## config.mk

```make
export PLATFORM = sky130hd
export DESIGN_NAME = ex_stage
export DESIGN_NICKNAME = d
export VERILOG_FILES = /design/src/rtl/ex_stage.sv
export SDC_FILE = /design/constraint.sdc
export NUM_CORES = 1
export LEC_CHECK = 0
export ABC_CLOCK_PERIOD_IN_PS = 9950
export CORE_UTILIZATION = 50
export DETAILED_ROUTE_END_ITERATION = 6
export PLACE_DENSITY = 0.81
export REMOVE_ABC_BUFFERS = 1
export SLEW_MARGIN = 20
export SYNTH_ARGS = -nofsm -noshare
export SYNTH_HDL_FRONTEND = slang
export SYNTH_SLANG_ARGS = --single-unit
```

## constraint.sdc

```tcl
create_clock -name vclk -period 9.95
set_input_delay 0.995 -clock vclk [all_inputs]
set_output_delay 0.995 -clock vclk [all_outputs]
set_load 0.05 [all_outputs]
```

## src/rtl/ex_stage.sv

```systemverilog
// Execute stage: single-cycle logic/shift/arithmetic/link results plus an optional
// iterative restoring divider for DIV/DIVU, compiled in only when EX_DIV_EN is defined.
module ex_stage (
    input  logic        clk,
    input  logic        rst,
    input  logic [7:0]  ex_aluop,
    input  logic [2:0]  ex_alusel,
    input  logic [31:0] ex_reg1,
    input  logic [31:0] ex_reg2,
    input  logic [4:0]  ex_wd,
    input  logic        ex_wreg,
    input  logic [31:0] ex_link_address,
    input  logic        ex_is_in_delayslot,
    input  logic        annul_i,
    output logic [4:0]  wd_o,
    output logic        wreg_o,
    output logic [31:0] wdata_o,
    output logic        whilo_o,
    output logic [31:0] hi_o,
    output logic [31:0] lo_o,
    output logic        stallreq_o
);

    localparam logic [7:0] EXE_AND_OP  = 8'b00100100;
    localparam logic [7:0] EXE_OR_OP   = 8'b00100101;
    localparam logic [7:0] EXE_XOR_OP  = 8'b00100110;
    localparam logic [7:0] EXE_NOR_OP  = 8'b00100111;
    localparam logic [7:0] EXE_SLL_OP  = 8'b01111100;
    localparam logic [7:0] EXE_SRL_OP  = 8'b00000010;
    localparam logic [7:0] EXE_SRA_OP  = 8'b00000011;
    localparam logic [7:0] EXE_SLT_OP  = 8'b00101010;
    localparam logic [7:0] EXE_SLTU_OP = 8'b00101011;
    localparam logic [7:0] EXE_ADDU_OP = 8'b00100001;
    localparam logic [7:0] EXE_SUBU_OP = 8'b00100011;
    localparam logic [7:0] EXE_DIV_OP  = 8'b00011010;
    localparam logic [7:0] EXE_DIVU_OP = 8'b00011011;

    localparam logic [2:0] EXE_RES_LOGIC       = 3'b001;
    localparam logic [2:0] EXE_RES_SHIFT       = 3'b010;
    localparam logic [2:0] EXE_RES_ARITH       = 3'b100;
    localparam logic [2:0] EXE_RES_JUMP_BRANCH = 3'b110;

    logic        is_div;
    logic [31:0] logic_res;
    logic [31:0] shift_res;
    logic [31:0] arith_res;

    assign is_div = (ex_aluop == EXE_DIV_OP) || (ex_aluop == EXE_DIVU_OP);
    assign wd_o   = ex_wd;
    // Divides write HI/LO, never a GPR.
    assign wreg_o = ex_wreg & ~is_div;

    always_comb begin
        logic_res = '0;
        shift_res = '0;
        arith_res = '0;
        case (ex_aluop)
            EXE_OR_OP:   logic_res = ex_reg1 | ex_reg2;
            EXE_AND_OP:  logic_res = ex_reg1 & ex_reg2;
            EXE_XOR_OP:  logic_res = ex_reg1 ^ ex_reg2;
            EXE_NOR_OP:  logic_res = ~(ex_reg1 | ex_reg2);
            default:     logic_res = '0;
        endcase
        case (ex_aluop)
            EXE_SLL_OP:  shift_res = ex_reg2 << ex_reg1[4:0];
            EXE_SRL_OP:  shift_res = ex_reg2 >> ex_reg1[4:0];
            EXE_SRA_OP:  shift_res = $unsigned($signed(ex_reg2) >>> ex_reg1[4:0]);
            default:     shift_res = '0;
        endcase
        case (ex_aluop)
            EXE_ADDU_OP: arith_res = ex_reg1 + ex_reg2;
            EXE_SUBU_OP: arith_res = ex_reg1 - ex_reg2;
            EXE_SLT_OP:  arith_res = {31'b0, $signed(ex_reg1) < $signed(ex_reg2)};
            EXE_SLTU_OP: arith_res = {31'b0, ex_reg1 < ex_reg2};
            default:     arith_res = '0;
        endcase
        case (ex_alusel)
            EXE_RES_LOGIC:       wdata_o = logic_res;
            EXE_RES_SHIFT:       wdata_o = shift_res;
            EXE_RES_ARITH:       wdata_o = arith_res;
            EXE_RES_JUMP_BRANCH: wdata_o = ex_link_address;
            default:             wdata_o = '0;
        endcase
    end

`ifdef EX_DIV_EN
    typedef enum logic [1:0] {IDLE, BY_ZERO, ON, END} div_state_t;

    div_state_t  state_reg, state_next;
    logic [4:0]  cnt_reg, cnt_next;
    logic [31:0] dividend_reg, dividend_next;
    logic [31:0] divisor_reg, divisor_next;
    logic [31:0] remainder_reg, remainder_next;
    logic        neg_q_reg, neg_q_next;
    logic        neg_r_reg, neg_r_next;

    logic        is_signed;
    logic [31:0] mag1;
    logic [31:0] mag2;
    logic [32:0] rem_shift;
    logic [32:0] diff;
    logic        unused_ok;

    assign unused_ok = ex_is_in_delayslot;
    assign is_signed = (ex_aluop == EXE_DIV_OP);
    assign mag1      = (is_signed && ex_reg1[31]) ? (~ex_reg1 + 32'd1) : ex_reg1;
    assign mag2      = (is_signed && ex_reg2[31]) ? (~ex_reg2 + 32'd1) : ex_reg2;
    // Dividend register shifts out its MSB into the partial remainder and takes the
    // new quotient bit at its LSB, so it holds the quotient after 32 steps.
    assign rem_shift = {remainder_reg, dividend_reg[31]};
    assign diff      = rem_shift - {1'b0, divisor_reg};

    always_ff @(posedge clk) begin
        if (rst) begin
            state_reg     <= IDLE;
            cnt_reg       <= '0;
            dividend_reg  <= '0;
            divisor_reg   <= '0;
            remainder_reg <= '0;
            neg_q_reg     <= 1'b0;
            neg_r_reg     <= 1'b0;
        end else begin
            state_reg     <= state_next;
            cnt_reg       <= cnt_next;
            dividend_reg  <= dividend_next;
            divisor_reg   <= divisor_next;
            remainder_reg <= remainder_next;
            neg_q_reg     <= neg_q_next;
            neg_r_reg     <= neg_r_next;
        end
    end

    always_comb begin
        state_next     = state_reg;
        cnt_next       = cnt_reg;
        dividend_next  = dividend_reg;
        divisor_next   = divisor_reg;
        remainder_next = remainder_reg;
        neg_q_next     = neg_q_reg;
        neg_r_next     = neg_r_reg;
        stallreq_o     = 1'b0;
        whilo_o        = 1'b0;
        hi_o           = '0;
        lo_o           = '0;
        if (rst || annul_i) begin
            state_next = IDLE;
        end else begin
            case (state_reg)
                IDLE: begin
                    if (is_div) begin
                        stallreq_o     = 1'b1;
                        cnt_next       = '0;
                        dividend_next  = mag1;
                        divisor_next   = mag2;
                        remainder_next = '0;
                        neg_q_next     = is_signed & (ex_reg1[31] ^ ex_reg2[31]);
                        neg_r_next     = is_signed & ex_reg1[31];
                        state_next     = (ex_reg2 == 32'd0) ? BY_ZERO : ON;
                    end
                end
                BY_ZERO: begin
                    stallreq_o     = 1'b1;
                    dividend_next  = '0;
                    remainder_next = '0;
                    state_next     = END;
                end
                ON: begin
                    stallreq_o = 1'b1;
                    if (!diff[32]) begin
                        remainder_next = diff[31:0];
                        dividend_next  = {dividend_reg[30:0], 1'b1};
                    end else begin
                        remainder_next = rem_shift[31:0];
                        dividend_next  = {dividend_reg[30:0], 1'b0};
                    end
                    cnt_next = cnt_reg + 5'd1;
                    if (cnt_reg == 5'd31) begin
                        state_next = END;
                    end
                end
                END: begin
                    whilo_o    = 1'b1;
                    lo_o       = neg_q_reg ? (~dividend_reg + 32'd1) : dividend_reg;
                    hi_o       = neg_r_reg ? (~remainder_reg + 32'd1) : remainder_reg;
                    state_next = IDLE;
                end
                default: state_next = IDLE;
            endcase
        end
    end
`else
    logic unused_ok;

    assign unused_ok  = &{1'b0, clk, rst, annul_i, ex_is_in_delayslot};
    assign whilo_o    = 1'b0;
    assign hi_o       = '0;
    assign lo_o       = '0;
    assign stallreq_o = 1'b0;
`endif

endmodule

```

==> flow_summary_export.csv <==
group,metric,value,unit
power_and_ir_drop,power_frac_clock,0,%
power_and_ir_drop,power.total,590,uW
setup_path,cp_slowest_cell,"clkdlybuf4s50_1",
global_route,grt_use_total,35.5,%
power_and_ir_drop,p_switching,376,uW
global_route,antenna_found_initial,1,
power_and_ir_drop,comb_power_share,100.0,%
global_route,grt_max_degree,74,
setup_path,critPathArrivalTime,6.08,ns
global_route,grt_pass1_wl,56.8,mm
sta,period_share,71.1,%
detailed_routing,drc,0,
detailed_routing,wl,37.1,mm
setup_path,crit_path_cell_trace,"buf_2, buf_4, inv_1, ha_1, o21ai_1, a21oi_1, o311a_1, o21ai_0, a21oi_1, a311oi_1, o32ai_1, xnor2_1, o21ai_1, clkdlybuf4s50_1",
sta,fin_setup_tns,0,ns
global_route,grt_pass1_vias,10500,
synth,yosys.cell_types.count,95,
layout,nNetsFinal,1711,
placement,port_buffers,141,
sta,hold_violations,0,
hold_path,min_path_type,"primary input to primary output",
detailed_routing,drt.antenna.violating_nets,0,
clock_network,cts.repair.resized,0,
sta,setup-violations-final,0,
layout,layout_common_cells,"175 x nor2_1, 172 x a21oi_1, 137 x clkdlybuf4s50_1, 110 x o21ai_0, 97 x ha_1",
setup_path,critPathLaunch,"ex_reg1[3]",
global_route,grt_overflow_total,0,
setup_path,start_kind,"primary input",
hold_path,min_from,"ex_wd[0]",
layout,area_growth,10.7,%
run,maxCapViolCount,0,
layout,drive_gt1_share,6.76,%
layout,n_antenna_cell,0,
sta,slew_viol_final,0,
layout,final_util,57.1,%
detailed_routing,wl_per_cell,21.2,um
layout,design.seq.count,0,
status,status,"finished, final reports clean",
detailed_routing,dr.pass1.iters,6,
synth,syn-cell-area,9740,sq um
synth,avgSynthCellArea,6.68,sq um
floorplan,core_area,18900,sq um
sta,relSlewSlack,21.3,%
floorplan,die_w,142,um
placement,dpl.hpwl,28.0,mm
setup_path,endpoint_kind,"primary output",
synth,synth_cells,1459,
sta,period_needed,7.07,ns
layout,final_cell_area,10800,sq um
layout,multiInputGateArea,8550,sq um
detailed_routing,vias,11600,
clock_network,post_cts_buffers,0,
setup_path,worstPathMaxFanout,73,
layout,final_common_cell,"nor2_1",
layout,nClkBuffers,0,
floorplan,dieArea,20000,sq um
layout,nFillCells,1864,
power_and_ir_drop,ir_drop,0.0000279,V
floorplan,core.rowCount,50,
power_and_ir_drop,power.internal,214,uW
floorplan,io_pins,221,
placement,dpl_cell_area,10800,sq um
power_and_ir_drop,p_sw_share,63.7,%
sta,rsz0062_at_grt,"no",
synth,yosysSeqAreaShare,0,%
floorplan,initial_core_util,51.6,%
synth,ys_warn_count,0,
placement,placed_cells,1753,
layout,register_area,0,sq um
layout,finalNonFillerCells,1753,
sta,fmax,141,MHz
setup_path,path_class,"primary input to primary output",
setup_path,slowest_delay,0.82,ns
detailed_routing,viasPerCell,6.63,
placement,gp_congestion,1.03,
power_and_ir_drop,p_leak,0.00455,uW
clock_network,hold_buffers,0,
sta,tightest_slew,1.18,ns
power_and_ir_drop,p_per_area,54.7,nW/um^2
floorplan,dieHeight,142,um
setup_path,worst_ep_required_time,8.96,ns
power_and_ir_drop,seq_power_share,0,%
detailed_routing,dr.first_iter.drc_count,1466,
power groups by stage:
stage,sequential [uW],clock (uW),combinational (uW)
final,0,0,590
after global routing,0,0,630
after CTS,0,0,574
after detailed placement,0,0,571
after global placement,0,0,565
after floorplan,0,0,386
kinds of logic (layout without fill, tap and decap cells):
group / after synthesis / in the layout / synth area share, %
buffers and inverters: 290 / 259 / 15.0
other: 1 / 66 / 0.0385
adder cells (fa/ha/maj): 99 / 99 / 12.9
XOR/XNOR: 29 / 29 / 2.61
multiplexers: 100 / 100 / 14.6
AO/OA/AOI/OAI: 527 / 527 / 34.9
AND/OR/NAND/NOR: 413 / 413 / 20.0
final timing paths:
check                 slack [ns]  depth (start not counted)     endpoint
worst min-delay path        1.99                          0      wd_o[0]
worst max-delay path        2.88                         14  wdata_o[26]
synth_stat cells (16+ instances only):
| library cell | number | area (sq um) |
|---|---|---|
| buf_4 | 81 | 608 |
| ha_1 | 97 | 1210 |
| or3_1 | 16 | 100 |
| o21ai_0 | 110 | 551 |
| buf_2 | 29 | 145 |
| inv_1 | 95 | 357 |
| a221oi_1 | 37 | 324 |
| nand2_1 | 96 | 360 |
| nand3_1 | 16 | 80.1 |
| clkbuf_1 | 71 | 267 |
| a21oi_1 | 172 | 861 |
| a211oi_1 | 23 | 173 |
| mux4_2 | 32 | 721 |
| nor3_1 | 25 | 125 |
| mux2i_1 | 53 | 531 |
| a22oi_1 | 16 | 120 |
| nor2_1 | 175 | 657 |
| xnor2_1 | 26 | 228 |
| a21o_1 | 17 | 128 |
| o211ai_1 | 23 | 173 |
metal layers:
metal / wire length [um] / track usage [%] / vias to the layer above
met5: 12 / 0 / -
met4: 1590 / 13.7 / 2
met3: 4600 / 6.38 / 130
met2: 15900 / 55.4 / 829
met1: 15100 / 48.3 / 5372
li1: - / - / 5286
layout make-up:
type                       instances  share of cell area (%)
multi-input combinational       1234                    79.2
timing repair buffer             161                    14.3
inverter                          98                    3.42
tap                              260                    3.02
worst max-delay path, delay by kind of cell:
kind            cells  cell delay [ns]
buf+inv             4             2.20
fa+ha+maj           1             0.66
xor+xnor            1             0.21
compound gates      8             1.99
stage by stage:
step	hold WS, ns	worst slack (ns)
6_report	1.99	2.88
5_1_grt	1.99	2.75
4_1_cts	1.99	3.09
3_5_place_dp	1.99	3.07
3_3_place_gp	1.99	3.14
2_1_floorplan	1.99	3.92
No activity file was read; power rests on OpenSTA's default activity.
